### src/rtl/dr_phase_ctrl_pkg.sv
// Shared types and constants for the USB2 data-recovery phase controller.
// Also used by the sampler mux for the phase_sel width.
package dr_pkg;

    typedef enum logic [1:0] {
        IDLE    = 2'd0,
        ACQUIRE = 2'd1,
        TRACK   = 2'd2,
        LOCKED  = 2'd3
    } dr_state_t;

    localparam int DR_NUM_PHASES = 10;
    localparam int DR_PHASE_W    = 4;

    function automatic logic [DR_PHASE_W-1:0] phase_max(input int n);
        return DR_PHASE_W'(n - 1);
    endfunction

endpackage

### src/rtl/dr_phase_ctrl_if.sv
// Control/status bundle between the sampler front end and dr_phase_ctrl.
// Optional stats signals exist only with DR_PHASE_CTRL_STATS_EN defined.
interface dr_phase_ctrl_if;
    import dr_pkg::*;

    logic                  enable;
    logic                  early;
    logic                  late;
    logic [DR_PHASE_W-1:0] phase_sel;
    logic                  wrap_up;
    logic                  wrap_dn;
    logic                  locked;
    dr_state_t             state;
`ifdef DR_PHASE_CTRL_STATS_EN
    logic [15:0]           step_count;
    logic signed [7:0]     wrap_count;
`endif

    modport master (
        output enable, early, late,
        input  phase_sel, wrap_up, wrap_dn, locked, state
`ifdef DR_PHASE_CTRL_STATS_EN
        , input step_count, wrap_count
`endif
    );

    modport slave (
        input  enable, early, late,
        output phase_sel, wrap_up, wrap_dn, locked, state
`ifdef DR_PHASE_CTRL_STATS_EN
        , output step_count, wrap_count
`endif
    );

endinterface

### src/rtl/dr_phase_ctrl_loop_filter.sv
// First-order loop filter: early/late accumulator, threshold compare and
// modulo phase counter with registered wrap pulses.
module dr_loop_filter
    import dr_pkg::*;
#(
    parameter int NUM_PHASES = DR_NUM_PHASES,
    parameter int ACQ_THRESH = 4,
    parameter int TRK_THRESH = 16
) (
    input  logic                  clock_480,
    input  logic                  reset,
    input  logic                  clr_all,
    input  logic                  reacq,
    input  logic                  acq_mode,
    input  logic                  early,
    input  logic                  late,
    output logic [DR_PHASE_W-1:0] phase_sel,
    output logic                  wrap_up,
    output logic                  wrap_dn,
    output logic                  step_up,
    output logic                  step_dn
);

    localparam int AW = $clog2(TRK_THRESH) + 2;
    localparam logic signed [AW-1:0] ACQ_TH = AW'(ACQ_THRESH);
    localparam logic signed [AW-1:0] TRK_TH = AW'(TRK_THRESH);
    localparam logic signed [AW-1:0] ONE    = AW'(1);
    localparam logic [DR_PHASE_W-1:0] PMAX  = phase_max(NUM_PHASES);

    logic signed [AW-1:0]  acc_q, acc_d, acc_mv, th;
    logic [DR_PHASE_W-1:0] phase_q, phase_d;
    logic                  wu_d, wd_d;

    always_comb begin
        th      = acq_mode ? ACQ_TH : TRK_TH;
        acc_mv  = acc_q;
        if (late && !early)
            acc_mv = acc_q + ONE;
        else if (early && !late)
            acc_mv = acc_q - ONE;
        step_up = !clr_all && (acc_mv == th);
        step_dn = !clr_all && (acc_mv == -th);
        wu_d    = step_up && (phase_q == PMAX);
        wd_d    = step_dn && (phase_q == '0);
        acc_d   = acc_mv;
        phase_d = phase_q;
        if (clr_all) begin
            acc_d   = '0;
            phase_d = '0;
        end else if (reacq) begin
            acc_d = '0;
        end else if (step_up) begin
            acc_d   = '0;
            phase_d = wu_d ? '0 : phase_q + 1'b1;
        end else if (step_dn) begin
            acc_d   = '0;
            phase_d = wd_d ? PMAX : phase_q - 1'b1;
        end
    end

    always_ff @(posedge clock_480 or posedge reset) begin
        if (reset) begin
            acc_q   <= '0;
            phase_q <= '0;
            wrap_up <= 1'b0;
            wrap_dn <= 1'b0;
        end else begin
            acc_q   <= acc_d;
            phase_q <= phase_d;
            wrap_up <= wu_d;
            wrap_dn <= wd_d;
        end
    end

    assign phase_sel = phase_q;

endmodule

### src/rtl/dr_phase_ctrl.sv
// USB2 480 Mb/s phase-tracking controller: loop FSM, quiet/conflict counters.
// Define DR_PHASE_CTRL_STATS_EN to add step_count/wrap_count outputs.
module dr_phase_ctrl
    import dr_pkg::*;
#(
    parameter int NUM_PHASES   = DR_NUM_PHASES,
    parameter int ACQ_THRESH   = 4,
    parameter int TRK_THRESH   = 16,
    parameter int ACQ_QUIET    = 32,
    parameter int LOCK_QUIET   = 64,
    parameter int CONFLICT_MAX = 8
) (
    input  logic           clock_480,
    input  logic           reset,
    dr_phase_ctrl_if.slave bus
);

    localparam int QW = $clog2(LOCK_QUIET + 1);
    localparam int CW = $clog2(CONFLICT_MAX + 1);

    dr_state_t     state_q, state_d;
    logic [QW-1:0] quiet_q, quiet_d;
    logic [CW-1:0] conf_q, conf_d;
    logic          both, clr_all, reacq;
    logic          step, step_up, step_dn;
    logic          acq_done, trk_done;

    assign both     = bus.early && bus.late;
    assign clr_all  = !bus.enable || (state_q == IDLE);
    assign reacq    = !clr_all && both
                   && (conf_q == CW'(CONFLICT_MAX - 1));
    assign step     = step_up || step_dn;
    assign acq_done = (state_q == ACQUIRE) && !step
                   && (quiet_q == QW'(ACQ_QUIET - 1));
    assign trk_done = (state_q == TRACK) && !step
                   && (quiet_q == QW'(LOCK_QUIET - 1));

    dr_loop_filter #(
        .NUM_PHASES (NUM_PHASES),
        .ACQ_THRESH (ACQ_THRESH),
        .TRK_THRESH (TRK_THRESH)
    ) u_filter (
        .clock_480 (clock_480),
        .reset     (reset),
        .clr_all   (clr_all),
        .reacq     (reacq),
        .acq_mode  (state_q == ACQUIRE),
        .early     (bus.early),
        .late      (bus.late),
        .phase_sel (bus.phase_sel),
        .wrap_up   (bus.wrap_up),
        .wrap_dn   (bus.wrap_dn),
        .step_up   (step_up),
        .step_dn   (step_dn)
    );

    always_comb begin
        state_d = state_q;
        quiet_d = quiet_q;
        conf_d  = '0;
        if (!bus.enable) begin
            state_d = IDLE;
            quiet_d = '0;
        end else if (state_q == IDLE) begin
            state_d = ACQUIRE;
            quiet_d = '0;
        end else if (reacq) begin
            state_d = ACQUIRE;
            quiet_d = '0;
        end else begin
            conf_d = both ? conf_q + 1'b1 : '0;
            unique case (1'b1)
                step: quiet_d = '0;
                acq_done: begin
                    state_d = TRACK;
                    quiet_d = '0;
                end
                trk_done: begin
                    state_d = LOCKED;
                    quiet_d = '0;
                end
                default:
                    quiet_d = (quiet_q == '1) ? quiet_q : quiet_q + 1'b1;
            endcase
        end
    end

    always_ff @(posedge clock_480 or posedge reset) begin
        if (reset) begin
            state_q <= IDLE;
            quiet_q <= '0;
            conf_q  <= '0;
        end else begin
            state_q <= state_d;
            quiet_q <= quiet_d;
            conf_q  <= conf_d;
        end
    end

    assign bus.state  = state_q;
    assign bus.locked = (state_q == LOCKED);

`ifdef DR_PHASE_CTRL_STATS_EN
    localparam logic [DR_PHASE_W-1:0] PMAX = phase_max(NUM_PHASES);

    logic [15:0]       step_cnt_q;
    logic signed [7:0] wrap_cnt_q;
    logic              wu_evt, wd_evt;

    assign wu_evt = step_up && (bus.phase_sel == PMAX);
    assign wd_evt = step_dn && (bus.phase_sel == '0);

    always_ff @(posedge clock_480 or posedge reset) begin
        if (reset) begin
            step_cnt_q <= '0;
            wrap_cnt_q <= '0;
        end else if (clr_all) begin
            step_cnt_q <= '0;
            wrap_cnt_q <= '0;
        end else begin
            if (step && step_cnt_q != 16'hffff)
                step_cnt_q <= step_cnt_q + 16'd1;
            if (wu_evt && wrap_cnt_q != 8'sh7f)
                wrap_cnt_q <= wrap_cnt_q + 8'sd1;
            else if (wd_evt && wrap_cnt_q != -8'sh80)
                wrap_cnt_q <= wrap_cnt_q - 8'sd1;
        end
    end

    assign bus.step_count = step_cnt_q;
    assign bus.wrap_count = wrap_cnt_q;
`endif

endmodule

### src/flat_wrapper.sv
// flat-port wrapper written by rule: the top's interface ports become plain ports
module dr_phase_ctrl_flat import dr_pkg::*;
#(
    parameter int NUM_PHASES   = DR_NUM_PHASES,
    parameter int ACQ_THRESH   = 4,
    parameter int TRK_THRESH   = 16,
    parameter int ACQ_QUIET    = 32,
    parameter int LOCK_QUIET   = 64,
    parameter int CONFLICT_MAX = 8
)
  (clock_480, reset, bus_enable, bus_early, bus_late, bus_phase_sel, bus_wrap_up, bus_wrap_dn, bus_locked, bus_state);
  dr_phase_ctrl_if bus_i ();
  input  logic clock_480;
  input  logic reset;
  input wire logic [$bits(bus_i.enable)-1:0] bus_enable;
  input wire logic [$bits(bus_i.early)-1:0] bus_early;
  input wire logic [$bits(bus_i.late)-1:0] bus_late;
  output wire logic [$bits(bus_i.phase_sel)-1:0] bus_phase_sel;
  output wire logic [$bits(bus_i.wrap_up)-1:0] bus_wrap_up;
  output wire logic [$bits(bus_i.wrap_dn)-1:0] bus_wrap_dn;
  output wire logic [$bits(bus_i.locked)-1:0] bus_locked;
  output wire logic [$bits(bus_i.state)-1:0] bus_state;
  assign bus_i.enable = bus_enable;
  assign bus_i.early = bus_early;
  assign bus_i.late = bus_late;
  assign bus_phase_sel = bus_i.phase_sel;
  assign bus_wrap_up = bus_i.wrap_up;
  assign bus_wrap_dn = bus_i.wrap_dn;
  assign bus_locked = bus_i.locked;
  assign bus_state = bus_i.state;
  dr_phase_ctrl #(.NUM_PHASES(NUM_PHASES), .ACQ_THRESH(ACQ_THRESH), .TRK_THRESH(TRK_THRESH), .ACQ_QUIET(ACQ_QUIET), .LOCK_QUIET(LOCK_QUIET), .CONFLICT_MAX(CONFLICT_MAX)) u_core (.clock_480(clock_480), .reset(reset), .bus(bus_i));
endmodule
### config.mk
export PLATFORM = sky130hd
export DESIGN_NAME = dr_phase_ctrl_flat
export DESIGN_NICKNAME = d
export VERILOG_FILES = /design/src/rtl/dr_phase_ctrl_pkg.sv /design/src/rtl/dr_phase_ctrl_if.sv /design/src/rtl/dr_phase_ctrl_loop_filter.sv /design/src/rtl/dr_phase_ctrl.sv /design/src/flat_wrapper.sv
export SDC_FILE = /design/constraint.sdc
export NUM_CORES = 1
export LEC_CHECK = 0
export ABC_AREA = 1
export CORE_MARGIN = 4
export CORE_UTILIZATION = 55
export CTS_BUF_LIST = sky130_fd_sc_hd__clkbuf_4
export CTS_CLUSTER_SIZE = 14
export DETAILED_ROUTE_END_ITERATION = 8
export DONT_BUFFER_PORTS = 1
export PLACE_DENSITY_LB_ADDON = 0.15
export SKIP_CTS_REPAIR_TIMING = 1
export SYNTH_ARGS = -nofsm -noshare
export SYNTH_HDL_FRONTEND = slang
export SYNTH_SLANG_ARGS = --single-unit
### constraint.sdc
create_clock -name clock_480 -period 2.5 [get_ports clock_480]
set_input_delay 0.75 -clock clock_480 [delete_from_list [all_inputs] [get_ports clock_480]]
set_output_delay 0.75 -clock clock_480 [all_outputs]
set_load 0.05 [all_outputs]
==> run summary, run 1 <==
================================================================================
Run status                                                          complete, no violations
Initial Utilization                                                       58.75%
Buffers added on ports                                                         0
Y dimension of the die                                                  65.57 um
Slew headroom                                                             53.87%
Number of vias per cell after detailed routing                             4.953
Total Routing Usage GR                                                    18.27%
Maximum frequency from static timing analysis                          477.6 MHz
Overall power after layout                                             0.7830 mW
Delay of the slowest cell on the worst path                               420 ps
Distinct cell type count of the synthesized netlist                           26
Vias in the first global route                                             1,493
Core Box Area                                                          3103 um^2
CP startpoint kind                                                          flop
Endpoint arrival time on the critical path                               1340 ps
Reg2Reg Capture Point                                               u_core.u_filter.phase_sel[1]$_DFFE_PP0P_
First-pass GRT wire length                                               6216 um
Highest-count cells in the layout ignoring fill and taps            61 x nand2_1, 36 x inv_1, 28 x nand3_1, 25 x nor2_1, 25 x dfrtp_1
Count of pins on the block boundary                                           14
Worst-path cell with the longest stage delay                             dfrtp_1
Worst Hold Margin                                                       343.3 ps
Number of antenna violations at the first check in global routing              0
Warnings from Yosys                                                            0
Most common library cell in the layout ignoring fill and taps            nand2_1
Critical path required time                                              1750 ps
Total via count in the routed design                                       1,491
Max-slew violation count                                                       0
Worst Reg-to-Reg Cells                                                        14
Row Count                                                                     20
Post-Synthesis Net Count                                                     262
Fraction of final layout cells sized beyond drive strength 1              20.23%
Chain of cells forming the critical path                            buf_4 > nand2_1 > inv_1
Buf/Inv on CP                                                                  2
Leading cell types by total area after synthesis                    dfrtp_1 34%, nand2_1 13%, nand3_1 7.7%
Portion of the post-synthesis area used by sequential elements            34.32%
Startpoint of the worst register-to-register path                   u_core.u_filter.acc_q[0]$_DFF_PP0_
NumNets Final                                                                271
Floorplan die width                                                     65.57 um
Post-Synthesis Mean Instance Area                                     7.321 um^2
Drt pass-1 iters                                                               4
Initial drt markers                                                           83
Mapped cell area                                                       1823 um^2
Max H-tree Level                                                               1
Area growth from synthesis to final layout                                6.383%
Final std cells w/o fill                                                     301
Worst IR drop on VDD                                                   0.2927 mV
Congestion Overflow GR                                                         0
Antenna diodes                                                                 0
Clock tree root buffer cell                                             clkbuf_4
Share of the synthesized area in the top cell type                        34.32%
CP top delay family                                                 buffers and inverters
Flop2flop setup slack                                                     440 ps
Pin count of the biggest net entering global routing                          26
WL/cell                                                                 10.94 um
Final Wtd Congestion                                                      0.8300
Die area                                                               4299 um^2
Post-detailed-route DRC marker count                                           0
Most area-hungry cell type in the Yosys netlist                          dfrtp_1
Hold violation total from the final report                                     0
Transition time of the tightest slew-check pin                          692.0 ps
Yosys reg bits                                                                25
DP HPWL                                                                  2653 um
Total number of clock tree sinks                                              25
Setup repair after global routing missed its margin                        false
Min-Delay Path Class                                                input port to async pin
CP startpoint                                                       u_core.bus.state[0]$_DFFE_PP0P_
Worst-case clock skew                                                   7.147 ps
Startpoint-to-endpoint class of the critical path                   flop to primary output
Total placed cells including tap cells                                       297
Total clock buffers created by CTS                                             3
Synthesized instance count                                                   249
Kind of end point of the critical path                              primary output
Final min period                                                         2094 ps
Residual antenna-violating net count after detailed routing                    0
Wire length after detailed routing                                       3293 um
Final period utilization                                                  83.75%
Clock-pin slew on the worst setup and hold paths                          130 ps
Total power per unit cell area                                      403.8 nW/um^2
Leakage power figure                                                   0.9978 nW
Total Neg Setup Slack                                                       0 ps
Critical-path maximum fanout                                                   4
Insertion delay to the later sink of the worst-skew pair                  320 ps
Clock buffer depth                                                             2
Max_cap viols                                                                  0
Count of endpoints failing setup in the final report                           0
Clock tree from TritonCTS                                                   done
================================================================================
report_power, final:
group / internal, mW / total [mW] / switching [mW]
Clock: 0.0598 / 0.177 / 0.117
Combinational: 0.0540 / 0.181 / 0.127
Sequential: 0.414 / 0.426 / 0.0117
flip-flops by register name (all words and copies together), names as in the netlist:
register	flops
u_core.quiet_q	7
u_core.u_filter.acc_q	6
u_core.conf_q	4
u_core.u_filter.phase_sel	4
u_core.bus.state	2
u_core.u_filter.wrap_dn	1
u_core.u_filter.wrap_up	1
cells by family after synthesis:
group / synth area share (%)
and+or+nand+nor: 42.96
buffers and inverters: 8.854
DFF: 34.32
AOI/OAI and AO/OA: 4.530
xor gates and xnor gates: 3.844
adders and majority gates: 5.491
final cells by class:
class	count	area, um^2
clock buffer	3	22.52
clock inverter	1	5.005
fill	300	1164
inverter	42	157.7
multi-input combinational	181	1036
sequential	25	625.6
tap	44	55.05
timing repair buffer	5	37.54
through the flow:
step	util [%]	area (um^2)	worst slack (ps)
6_report	62.50	1939	406.2
5_1_grt	62.50	1939	208.6
4_1_cts	62.50	1939	396.8
3_5_place_dp	61.61	1912	352.9
3_3_place_gp	61.61	1912	394.7
2_1_floorplan	-	1823	573.5
cells in the mapped netlist:
master,instances
nand2_1,61
inv_1,36
nand3_1,28
dfrtp_1,25
nor2_1,25
nand2_2,12
nor2_2,9
ha_1,8
xor2_1,8
inv_2,6
nand2_4,4
nor2_4,4
a21oi_1,3
nor3_1,3
nand3_2,2
nand4_1,2
nor3b_1,2
o21ai_0,2
o21ai_2,2
a21oi_4,1
clkbuf_1,1
nand3_4,1
nor4_1,1
nor4_2,1
o211ai_1,1
o41ai_2,1
layer usage:
layer / GRT usage [%] / vias up / part of all wire (%)
met5: 0 / - / 0
li1: - / 784 / -
met3: 2.564 / 4 / 3.8
met2: 29.58 / 28 / 46
met1: 24.78 / 675 / 48
met4: 6.736 / 0 / 1.4
how the worst max path moves through the flow:
stage                                                to  slack (ps)  cells past startpoint
2_1_floorplan             u_core.quiet_q[2]$_DFFE_PP0P_         570                     14
3_3_place_gp   u_core.u_filter.phase_sel[1]$_DFFE_PP0P_         390                     14
3_5_place_dp   u_core.u_filter.phase_sel[3]$_DFFE_PP0P_         350                     13
4_1_cts                                      bus_locked         400                      3
5_1_grt        u_core.u_filter.phase_sel[3]$_DFFE_PP0P_         210                     13
6_report                                     bus_locked         410                      3
No activity file was read; power rests on OpenSTA's default activity.
==> run 2: changes to the inputs <==
==> constraint.sdc (replaced) <==
create_clock -name clock_480 -period 2 [get_ports clock_480]
set_input_delay 0.6 -clock clock_480 [delete_from_list [all_inputs] [get_ports clock_480]]
set_output_delay 0.6 -clock clock_480 [all_outputs]
set_load 0.05 [all_outputs]
==> run 2 against run 1 <==
Effect of this change: sequential share of layout area decreased by 2.5 points; final area increased by 8.5%; die area unchanged; global-route usage decreased by 0.38 points; register-to-register slack got worse by 340 ps; sequential cell count unchanged; sequential power increased by 25%; non-clock buffer count increased by 8; power increased by 31%.
==> run summary, run 2 (same netlist as run 1, synthesis figures left out) <==
================================================================================
Die area                                                               4299 um^2
Clock buffer depth                                                             2
Vias in the first global route                                             1,410
Clock tree from TritonCTS                                                   done
NumNets Final                                                                279
CP startpoint kind                                                          flop
Pin count of the biggest net entering global routing                          26
Critical-path maximum fanout                                                   3
Placement Setup Slack                                                  -17.91 ps
Clock-pin slew on the worst setup and hold paths                          140 ps
Transition time of the tightest slew-check pin                          674.2 ps
Drt pass-1 iters                                                               4
Max_cap viols                                                                  0
Wire length after detailed routing                                       3516 um
Flop2flop setup slack                                                     100 ps
First-pass GRT wire length                                               5975 um
Maximum frequency from static timing analysis                          519.9 MHz
Buffers added on ports                                                         0
Final min period                                                         1924 ps
Initial Utilization                                                       58.75%
Floorplan die width                                                     65.57 um
Max-slew violation count                                                       0
Critical path required time                                              1400 ps
Endpoint arrival time on the critical path                               1320 ps
Worst-case clock skew                                                   6.381 ps
Number of flip-flops under the largest register name                           7
Area growth from synthesis to final layout                                15.37%
Run status                                                          complete, no violations
Startpoint-to-endpoint class of the critical path                   flop to primary output
Count of pins on the block boundary                                           14
Max H-tree Level                                                               1
Total clock buffers created by CTS                                             3
Hold violation total from the final report                                     0
Antenna diodes                                                                 0
WL/cell                                                                 11.38 um
Core Box Area                                                          3103 um^2
Number of antenna violations at the first check in global routing              0
Startpoint of the worst register-to-register path                   u_core.u_filter.acc_q[1]$_DFF_PP0_
Setup repair after global routing missed its margin                         true
Y dimension of the die                                                  65.57 um
Number of vias per cell after detailed routing                             4.916
Post-detailed-route DRC marker count                                           0
Worst Reg-to-Reg Cells                                                        15
Total via count in the routed design                                       1,519
Highest-count cells in the layout ignoring fill and taps            55 x nand2_1, 32 x inv_1, 24 x dfrtp_1, 23 x nor2_1, 21 x nand3_1
Final period utilization                                                  96.18%
Total number of clock tree sinks                                              25
Clock tree root buffer cell                                             clkbuf_4
Register containing the most flip-flops in the final layout         u_core.quiet_q
Count of endpoints failing setup in the final report                           0
Initial drt markers                                                           55
Total Routing Usage GR                                                    17.89%
Total power per unit cell area                                      486.5 nW/um^2
Worst IR drop on VDD                                                   0.3978 mV
Fraction of final layout cells sized beyond drive strength 1              31.70%
Residual antenna-violating net count after detailed routing                    0
Overall power after layout                                              1.023 mW
Setup WS post-layout                                                    76.39 ps
Biggest registers after layout                                      u_core.quiet_q: 7 flops, u_core.u_filter.acc_q: 6 flops
Kind of end point of the critical path                              primary output
Final Wtd Congestion                                                      0.8471
Insertion delay to the later sink of the worst-skew pair                  330 ps
DP HPWL                                                                  2675 um
Most common library cell in the layout ignoring fill and taps            nand2_1
Leakage power figure                                                    1.030 nW
Row Count                                                                     20
Min-Delay Path Class                                                input port to async pin
Congestion Overflow GR                                                         0
Slew headroom                                                             55.05%
Reg2Reg Capture Point                                               u_core.quiet_q[4]$_DFFE_PP0P_
================================================================================
## run 2: final cells by class
class                   instances  area, um^2
repair buffers                 13       101.3
clock buffers                   3       22.52
well taps                      44       55.05
multi-input cells             181        1129
clock inverters                 1       7.507
inverters                      42       161.4
flip-flops and latches         25       626.9
fillers                       279       999.7
## run 2: how the worst max path moves through the flow
| stage | depth (start not counted) | start | slack, ps | end |
|---|---|---|---|---|
| final | 3 | u_core.bus.state[1]$_DFFE_PP0P_ | 80 | bus_locked |
| after global routing | 14 | u_core.u_filter.acc_q[1]$_DFF_PP0_ | -50 | u_core.u_filter.phase_sel[2]$_DFFE_PP0P_ |
| after CTS | 14 | u_core.u_filter.acc_q[0]$_DFF_PP0_ | -40 | u_core.u_filter.phase_sel[2]$_DFFE_PP0P_ |
| after detailed placement | 14 | u_core.u_filter.acc_q[0]$_DFF_PP0_ | -20 | u_core.u_filter.phase_sel[1]$_DFFE_PP0P_ |
| after global placement | 14 | u_core.u_filter.acc_q[0]$_DFF_PP0_ | 10 | u_core.u_filter.phase_sel[1]$_DFFE_PP0P_ |
| after floorplan | 11 | u_core.bus.state[0]$_DFFE_PP0P_ | 90 | u_core.quiet_q[2]$_DFFE_PP0P_ |
## run 2: critical path, cell delays in order, from the launching register on
cell	delay, ps
dfrtp_1	420
buf_4	200
nand2_1	120
clkinvlp_4	250
## run 2: metrics by stage
step / cell area, um^2 / TNS [ps] / std cells / hold slack [ps] / util (%)
CTS: 1987 / -118.7 / 307 / 190.8 / 64.03
finish: 2103 / 0 / 309 / 183.8 / 67.78
global route: 2103 / -389.3 / 309 / 191.2 / 67.78
detailed placement: 1957 / -27.81 / 303 / 454.0 / 63.06
global placement: 1957 / 0 / 303 / 453.9 / 63.06
floorplan: 1823 / 0 / 249 / 432.3 / -
## run 2: routing by layer
metal  global-route usage [%]  up-vias  routed length (um)
met3                    3.590        6                 139
li1                         -      803                   -
met2                    28.70       27                1575
met4                    5.440        0                  58
met1                    24.32      683                1744
met5                        0        -                   0
## run 2: where the power goes
part	switching (mW)	leakage [nW]	internal [mW]
Combinational	0.173	0.672	0.0840
Clock	0.159	0.0139	0.0766
Sequential	0.0136	0.344	0.518
